[config.mk]
export PLATFORM = sky130hd
export DESIGN_NAME = ddr_tx_sequencer
export DESIGN_NICKNAME = d
export VERILOG_FILES = /design/src/rtl/ddr_tx_pkg.sv /design/src/rtl/ddr_out_cell.sv /design/src/rtl/ddr_tx_sequencer.sv
export SDC_FILE = /design/constraint.sdc
export NUM_CORES = 1
export LEC_CHECK = 0
export CORE_UTILIZATION = 47
export DETAILED_ROUTE_END_ITERATION = 10
export GPL_ROUTABILITY_DRIVEN = 1
export PLACE_DENSITY = 0.73
export SKIP_CTS_REPAIR_TIMING = 1
export SLEW_MARGIN = 30
export SYNTH_ARGS = -nofsm -noshare
export SYNTH_HDL_FRONTEND = slang
export SYNTH_SLANG_ARGS = --single-unit
[constraint.sdc]
create_clock -name clk -period 2 [get_ports clk]
set_input_delay 0.2 -clock clk [delete_from_list [all_inputs] [get_ports clk]]
set_output_delay 0.2 -clock clk [all_outputs]
set_load 0.02 [all_outputs]
[src/rtl/ddr_tx_pkg.sv]
// Shared types and line levels for the dual-edge transmit sequencer.
package ddr_tx_pkg;

    typedef enum logic [1:0] {
        IDLE  = 2'd0,
        PRE   = 2'd1,
        SHIFT = 2'd2,
        POST  = 2'd3
    } state_e;

    localparam logic PRE_HI   = 1'b1;
    localparam logic PRE_LO   = 1'b0;
    localparam logic POST_LVL = 1'b0;

    // Pair counter width; a single-pair word still needs one bit.
    function automatic int cnt_width(input int pairs);
        return (pairs > 1) ? $clog2(pairs) : 1;
    endfunction

endpackage

[src/rtl/ddr_out_cell.sv]
// Dual-edge output cell: rising- and falling-edge registers XOR-combined
// so q follows d_rise after the rising edge and d_fall after the falling edge.
module ddr_out_cell (
    input  logic clk,
    input  logic rst_n,
    input  logic en,
    input  logic d_rise,
    input  logic d_fall,
    output logic q
);

    logic rise_q;
    logic fall_q;
    logic en_fall_q;

    // en is captured at the rising edge so the following falling edge obeys
    // the same freeze decision even if en moves mid-cycle.
    always_ff @(posedge clk or negedge rst_n) begin
        if (!rst_n) begin
            rise_q    <= 1'b0;
            en_fall_q <= 1'b0;
        end else begin
            en_fall_q <= en;
            if (en) begin
                rise_q <= d_rise ^ fall_q;
            end
        end
    end

    always_ff @(negedge clk or negedge rst_n) begin
        if (!rst_n) begin
            fall_q <= 1'b0;
        end else if (en_fall_q) begin
            fall_q <= d_fall ^ rise_q;
        end
    end

    assign q = rise_q ^ fall_q;

endmodule

[src/rtl/ddr_tx_sequencer.sv]
// Frames accepted words as PRE / SHIFT... / POST bursts and drives two bits
// per clock through the dual-edge output cell, LSB first.
module ddr_tx_sequencer
    import ddr_tx_pkg::*;
#(
    parameter int WIDTH = 8
) (
    input  logic             clk,
    input  logic             rst_n,
    input  logic             s_valid,
    input  logic [WIDTH-1:0] s_data,
    output logic             s_ready,
    input  logic             stall,
    output logic             tx_q,
    output logic             tx_oe,
    output logic             tx_frame,
    output logic             done
);

    localparam int PAIRS = WIDTH / 2;
    localparam int CW    = cnt_width(PAIRS);
    localparam logic [CW-1:0] LAST_CNT = CW'(PAIRS - 1);

    state_e           state_q;
    logic [CW-1:0]    cnt_q;
    logic [WIDTH-1:0] shift_q;
    logic             fall_q;
    logic             oe_q;
    logic             frame_q;
    logic             done_q;

    logic last_pair;
    logic accept;
    logic rise_d;
    logic fall_d;
    logic cell_en;

    always_comb begin
        last_pair = (state_q == SHIFT) && (cnt_q == LAST_CNT);
        s_ready   = rst_n && !stall && ((state_q == IDLE) || last_pair);
        accept    = s_valid && s_ready;
        cell_en   = !stall;
        rise_d    = 1'b0;
        fall_d    = 1'b0;
        case (state_q)
            PRE: begin
                rise_d = PRE_HI;
                fall_d = PRE_LO;
            end
            SHIFT: begin
                rise_d = shift_q[0];
                fall_d = shift_q[1];
            end
            POST: begin
                rise_d = POST_LVL;
                fall_d = POST_LVL;
            end
            default: begin
                rise_d = 1'b0;
                fall_d = 1'b0;
            end
        endcase
    end

    // The phase values for the state in this cycle are launched at the next
    // rising edge, so tx_oe/tx_frame are registered alongside to stay aligned.
    always_ff @(posedge clk or negedge rst_n) begin
        if (!rst_n) begin
            state_q <= IDLE;
            cnt_q   <= '0;
            shift_q <= '0;
            fall_q  <= 1'b0;
            oe_q    <= 1'b0;
            frame_q <= 1'b0;
            done_q  <= 1'b0;
        end else if (stall) begin
            done_q <= 1'b0;
        end else begin
            oe_q    <= (state_q != IDLE);
            frame_q <= (state_q == SHIFT);
            fall_q  <= fall_d;
            done_q  <= last_pair && !accept;
            case (state_q)
                IDLE: begin
                    if (accept) begin
                        state_q <= PRE;
                        shift_q <= s_data;
                        cnt_q   <= '0;
                    end
                end
                PRE: begin
                    state_q <= SHIFT;
                end
                SHIFT: begin
                    if (last_pair) begin
                        if (accept) begin
                            shift_q <= s_data;
                            cnt_q   <= '0;
                        end else begin
                            state_q <= POST;
                        end
                    end else begin
                        cnt_q   <= cnt_q + CW'(1);
                        shift_q <= shift_q >> 2;
                    end
                end
                POST: begin
                    state_q <= IDLE;
                end
                default: begin
                    state_q <= IDLE;
                end
            endcase
        end
    end

    ddr_out_cell u_cell (
        .clk    (clk),
        .rst_n  (rst_n),
        .en     (cell_en),
        .d_rise (rise_d),
        .d_fall (fall_q),
        .q      (tx_q)
    );

    assign tx_oe    = oe_q;
    assign tx_frame = frame_q;
    assign done     = done_q;

endmodule

==> results of run 1 <==
worst max-delay path, cell delays in order, from the launching register on:
cell	delay, ps
dfrtn_1	430
xor2_1	150
buf_4	160
layer usage:
metal / GRT usage, % / routed length [um] / vias up
met3: 4.62 / 47 / 2
li1: - / - / 353
met2: 31.1 / 860 / 9
met4: 8.57 / 19 / 0
met5: 0 / 0 / -
met1: 22.8 / 864 / 351
sequential cells by signal, indices dropped and copies added (netlist names):
signal / count
cnt_q: 2
done: 1
fall_q: 1
shift_q: 8
state_q: 2
tx_frame: 1
tx_oe: 1
u_cell.en_fall_q: 1
u_cell.fall_q: 1
u_cell.rise_q: 1
cells by family after synthesis:
family                   count (synthesis)  share of synthesized area [%]
AND/OR/NAND/NOR                         22                           13.5
multiplexers                             3                           3.44
AO/OA/AOI/OAI                           23                           20.8
XOR/XNOR                                 2                           1.85
adder cells (fa/ha/maj)                  4                           5.29
flip-flops                              19                           50.3
buffers and inverters                   11                           4.89
power groups by stage:
stage	Combinational, W	Sequential [W]	Clock (W)
2_1_floorplan	0.000583	0.000658	0
3_3_place_gp	0.000862	0.000645	0
3_5_place_dp	0.000886	0.000659	0
4_1_cts	0.000891	0.000649	0.000199
5_1_grt	0.000990	0.000666	0.000217
6_report	0.000898	0.000647	0.000191
worst max-delay path by stage:
stage | end | startpoint | cells after the start
after floorplan | tx_q | u_cell.fall_q$_DFFE_NN0P_ | 1
after global routing | tx_q | u_cell.fall_q$_DFFE_NN0P_ | 2
after detailed placement | tx_q | u_cell.fall_q$_DFFE_NN0P_ | 2
after CTS | tx_q | u_cell.fall_q$_DFFE_NN0P_ | 2
after global placement | tx_q | u_cell.fall_q$_DFFE_NN0P_ | 2
final | tx_q | u_cell.fall_q$_DFFE_NN0P_ | 2
per-stage QoR:
step / std cells / setup TNS [ps]
after floorplan: 84 / 0
after global placement: 131 / -398
after detailed placement: 131 / -475
after CTS: 135 / -872
after global routing: 136 / -514
final: 136 / -397
area by class of cell:
cell class | instances | area, um2 | area share, %
Clock inverter | 1 | 5.00 | 0.409
Sequential cell | 19 | 475 | 38.9
Inverter | 9 | 33.8 | 2.76
Timing Repair Buffer | 25 | 231 | 18.9
Tap cell | 25 | 31.3 | 2.56
Multi-Input combinational cell | 54 | 424 | 34.7
Clock buffer | 3 | 22.5 | 1.84
placed cells by master (no fill, tap or decap), drive strengths merged:
| master | n |
|---|---|
| o311ai | 1 |
| o211ai | 1 |
| nor3b | 2 |
| o221a | 6 |
| o22ai | 2 |
| clkinv | 1 |
| or2b | 1 |
| mux2i | 1 |
| buf | 10 |
| ha | 4 |
| or4b | 1 |
| dfrtp | 18 |
| nand2 | 7 |
| clkbuf | 3 |
| dfrtn | 1 |
| dlymetal6s2s | 1 |
| inv | 9 |
| nand4 | 1 |
| a31oi | 1 |
| o21ai | 4 |
| nand2b | 4 |
| clkdlybuf4s50 | 14 |
| xor2 | 1 |
| or3 | 1 |
| nor2 | 4 |
| a221oi | 1 |
| xnor2 | 1 |
| mux2 | 2 |
| o31ai | 1 |
| a21oi | 5 |
| a21bo | 1 |
| nand3 | 1 |
==> flow_metrics.tcl, run 1 <==
set metrics [dict create \
    status "finished, violations left" \
    violations "setup timing" \
    coreArea_mm2 0.00180 \
    wl_per_cell_um 13.2 \
    first_pass_iters 3 \
    grt_usage_pct 18.7 \
    drt_first_iter_violations 6 \
    vias 715 \
    reg2reg_slack_ps -160 \
    clkTransAtPathRegs_ps 100 \
    ys_warn_count 0 \
    chipWidth_um 46.9 \
    intPower_w 0.00109 \
    comb_power_share_pct 51.7 \
    synth_seq_cells 19 \
    grt_remaining_overflow 0 \
    syn-num-nets 100 \
    hold_viol 0 \
    initial_utilization_pct 52.5 \
    grt_pass1_vias 668 \
    synthArstFlopShare_pct 100 \
    finalPower_w 0.00174 \
    synthTopCellsByCount "18 x dfrtp_1, 9 x inv_1, 7 x nand2_1, 6 x o221a_1" \
    hold_slack_ps 223 \
    syn2layout_area_growth_pct 29.4 \
    critical_path_required_ps 1800 \
    route.detailed.drc 0 \
    syn_area_um2 946 \
    grt_pass1_wl_um 2790 \
    crit_type "register to output port" \
    cts_sinks 19 \
    r2r-end "u_cell.rise_q$_DFFE_PN0N_" \
    seqPwrFrac_pct 37.3 \
    slew_violations 0 \
    gp_congestion 0.768 \
    p_switching_w 0.000651 \
    fin_util_pct 67.9 \
    synthTopCellsByArea "dfrtp_1 48%, o221a_1 7.1%, ha_1 5.3%, inv_1 3.6%, nand2_1 2.8%" \
    maxSlewHeadroom_pct 80.1 \
    ant_nets 0 \
    ctsRootBufferMaster "clkbuf_4" \
    yosys.area.top_type "dfrtp_1" \
    min_path_type "input port to asynchronous set/reset pin" \
    synthFlopType "dfrtp_1" \
    crit_fanout 2 \
    cap_violations 0 \
    switching_share_pct 37.5 \
    drive_above_1_share_pct 18.0 \
    fp.dieH_um 46.9 \
    yosys.area.top_type_share_pct 47.6 \
    finalWirelength_um 1790 \
    dp_hpwl_um 1340 \
    power_leakage_nw 0.546 \
    p_clk_share_pct 11.0 \
    cp-end-kind "output port" \
    placed_area_mm2 0.00118 \
    cts_tree "built" \
    cts_buffers 3 \
    layout_setup_ws_ps -240 \
    cp-start-kind "register" \
    cts.htree.levels 1 \
    antenna_found_initial 0 \
    cts.path.max_buffers 2 \
    grt_max_degree 14 \
    setup_viol 2 \
    rsz0062_at_grt "yes" \
    ys_types 33 \
    fillers 145 \
    diodes 0 \
    worstPathArrival_ps 2040 \
    clock_skew_ps 5.01 \
    pre_cts_ws_ps -381 \
    syn_avg_cell_area_um2 11.3 \
    vias_per_cell 5.26 \
    final_cell_area_mm2 0.00122 \
    numPortBuffers 16 \
    io_pins 17 \
    synth_edf_count 0 \
    num_rows 15 \
    pwr_density_cell_mw_per_mm2 1420 \
    peakVddDrop_v 0.000945 \
    reg2reg_depth 4 \
    clk_latency_ps 290 \
    r2r-start "u_cell.fall_q$_DFFE_NN0P_" \
    syn_inst 84 \
    dieArea_mm2 0.00220 \
    worst_pin_slew_ps 297 \
    fin_nets 128 \
    synth-seq-area-share_pct 50.3 \
    synth.most_common_cell "dfrtp_1" \
]
Power figures use the tool's default switching activity.
==> run 2, diff against run 1 <==
Settings changed: DONT_BUFFER_PORTS set to 1, PLACE_DENSITY 0.73 to not set.
==> flow_metrics.tcl, run 2 (synthesis results as in run 1) <==
set metrics [dict create \
    status "finished, violations left" \
    violations "setup timing" \
    drt_first_iter_violations 7 \
    vias 633 \
    cts_sinks 19 \
    placed_cells 111 \
    worst_pin_slew_ps 805 \
    fp.dieH_um 46.9 \
    path_cells "xor2_1 > buf_4" \
    cp-start-kind "register" \
    reg2reg_depth 2 \
    hold_slack_ps 15.9 \
    cts.htree.levels 1 \
    chipWidth_um 46.9 \
    crit_type "register to output port" \
    rsz0062_at_grt "yes" \
    crit_fanout 4 \
    hold_depth 2 \
    numPortBuffers 0 \
    setup_viol 1 \
    grt_pass1_vias 606 \
    num_rows 15 \
    dieArea_mm2 0.00220 \
    critical_path_required_ps 1800 \
    pre_cts_ws_ps 3.91 \
    hold_viol 0 \
    fillers 167 \
    clk_latency_ps 300 \
    vias_per_cell 5.41 \
    clkTransAtPathRegs_ps 110 \
    slowest_delay_ps 450 \
    largest_reg_flops 8 \
    route.detailed.drc 0 \
    largest-register "shift_q" \
    finalWirelength_um 1660 \
    peakVddDrop_v 0.000905 \
    io_pins 17 \
    diodes 0 \
    cts.path.max_buffers 2 \
    wl_per_cell_um 14.1 \
    grt_remaining_overflow 0 \
    drive_above_1_share_pct 14.1 \
    gp_congestion 0.685 \
    maxSlewHeadroom_pct 46.2 \
    fin_nets 109 \
    initial_utilization_pct 52.5 \
    first_pass_iters 4 \
    coreArea_mm2 0.00180 \
    final_cell_mix "18 x dfrtp_1, 9 x inv_1, 7 x nand2_1, 6 x o221a_1" \
    fin_util_pct 57.8 \
    antenna_found_initial 0 \
    hold_path.startpoint "stall" \
    worstHoldEndpoint "tx_oe$_DFFE_PN0N_" \
    r2r-end "u_cell.rise_q$_DFFE_PN0N_" \
    clock_skew_ps 9.88 \
    reg.largest.list "shift_q: 8 flops, cnt_q: 2 flops, state_q: 2 flops" \
    ctsRootBufferMaster "clkbuf_4" \
    cap_violations 0 \
    pwr_density_cell_mw_per_mm2 1540 \
    dp_hpwl_um 1140 \
    ant_nets 0 \
    min_path_type "input port to register" \
    grt_max_degree 25 \
    finalNonFillerCells 117 \
    cp-end-kind "output port" \
    cpMaxStageDelayCell "dfrtn_1" \
    cts_buffers 3 \
    slew_violations 0 \
    syn2layout_area_growth_pct 10.1 \
    reg2reg_slack_ps 30 \
    layout_setup_ws_ps -241 \
    grt_usage_pct 18.2 \
    final_common_cell "dfrtp_1" \
    worstPathArrival_ps 2040 \
    cts_tree "built" \
    power_leakage_nw 0.447 \
    grt_pass1_wl_um 2780 \
    r2r-start "u_cell.fall_q$_DFFE_NN0P_" \
]
-- run 2: power by group --
part / switching, W / total [W] / internal (W)
combinational: 0.000373 / 0.000733 / 0.000360
clock: 0.000113 / 0.000191 / 0.0000778
sequential: 0.000126 / 0.000676 / 0.000550
-- run 2: how the worst max path moves through the flow --
| stage | startpoint | endpoint | depth (start not counted) |
|---|---|---|---|
| after floorplan | u_cell.fall_q$_DFFE_NN0P_ | tx_q | 1 |
| after global placement | u_cell.fall_q$_DFFE_NN0P_ | u_cell.rise_q$_DFFE_PN0N_ | 2 |
| after detailed placement | u_cell.fall_q$_DFFE_NN0P_ | u_cell.rise_q$_DFFE_PN0N_ | 2 |
| after CTS | u_cell.fall_q$_DFFE_NN0P_ | tx_q | 2 |
| after global routing | u_cell.fall_q$_DFFE_NN0P_ | tx_q | 2 |
| final | u_cell.fall_q$_DFFE_NN0P_ | tx_q | 2 |
-- run 2: metal layers --
layer / vias up / wire length (um) / global-route usage, %
met5: - / 0 / 0
met2: 11 / 738 / 29.2
met3: 5 / 39 / 2.31
met4: 0 / 36 / 10.3
li1: 318 / - / -
met1: 299 / 839 / 23.7
-- run 2: final cells by class --
type                       count  area, um2  share of cell area (%)
tap                           25       31.3                    3.00
multi-input combinational     54        424                    40.7
sequential                    19        475                    45.7
timing repair buffer           6       50.0                    4.81
inverter                       9       33.8                    3.25
clock buffer                   4       26.3                    2.52
-- run 2: worst max-delay path, delay by kind of cell (launching register included) --
family / cells / cell delay (ps)
XOR/XNOR: 1 / 140
flip-flops: 1 / 450
buffers and inverters: 1 / 150
-- run 2: stage by stage --
stage / setup TNS (ps) / total power, W / cell area [um2]
6_report: -241 / 0.00160 / 1040
5_1_grt: -275 / 0.00173 / 1040
4_1_cts: -254 / 0.00160 / 1020
3_5_place_dp: 0 / 0.00141 / 995
3_3_place_gp: 0 / 0.00138 / 995
2_1_floorplan: 0 / 0.00124 / 946
==> run 3, diff against run 2 <==
Settings changed: CTS_CLUSTER_SIZE set to 40.
==> results of run 3 <==
Same layout as run 2: the final DEF is identical, and so are final timing and power.
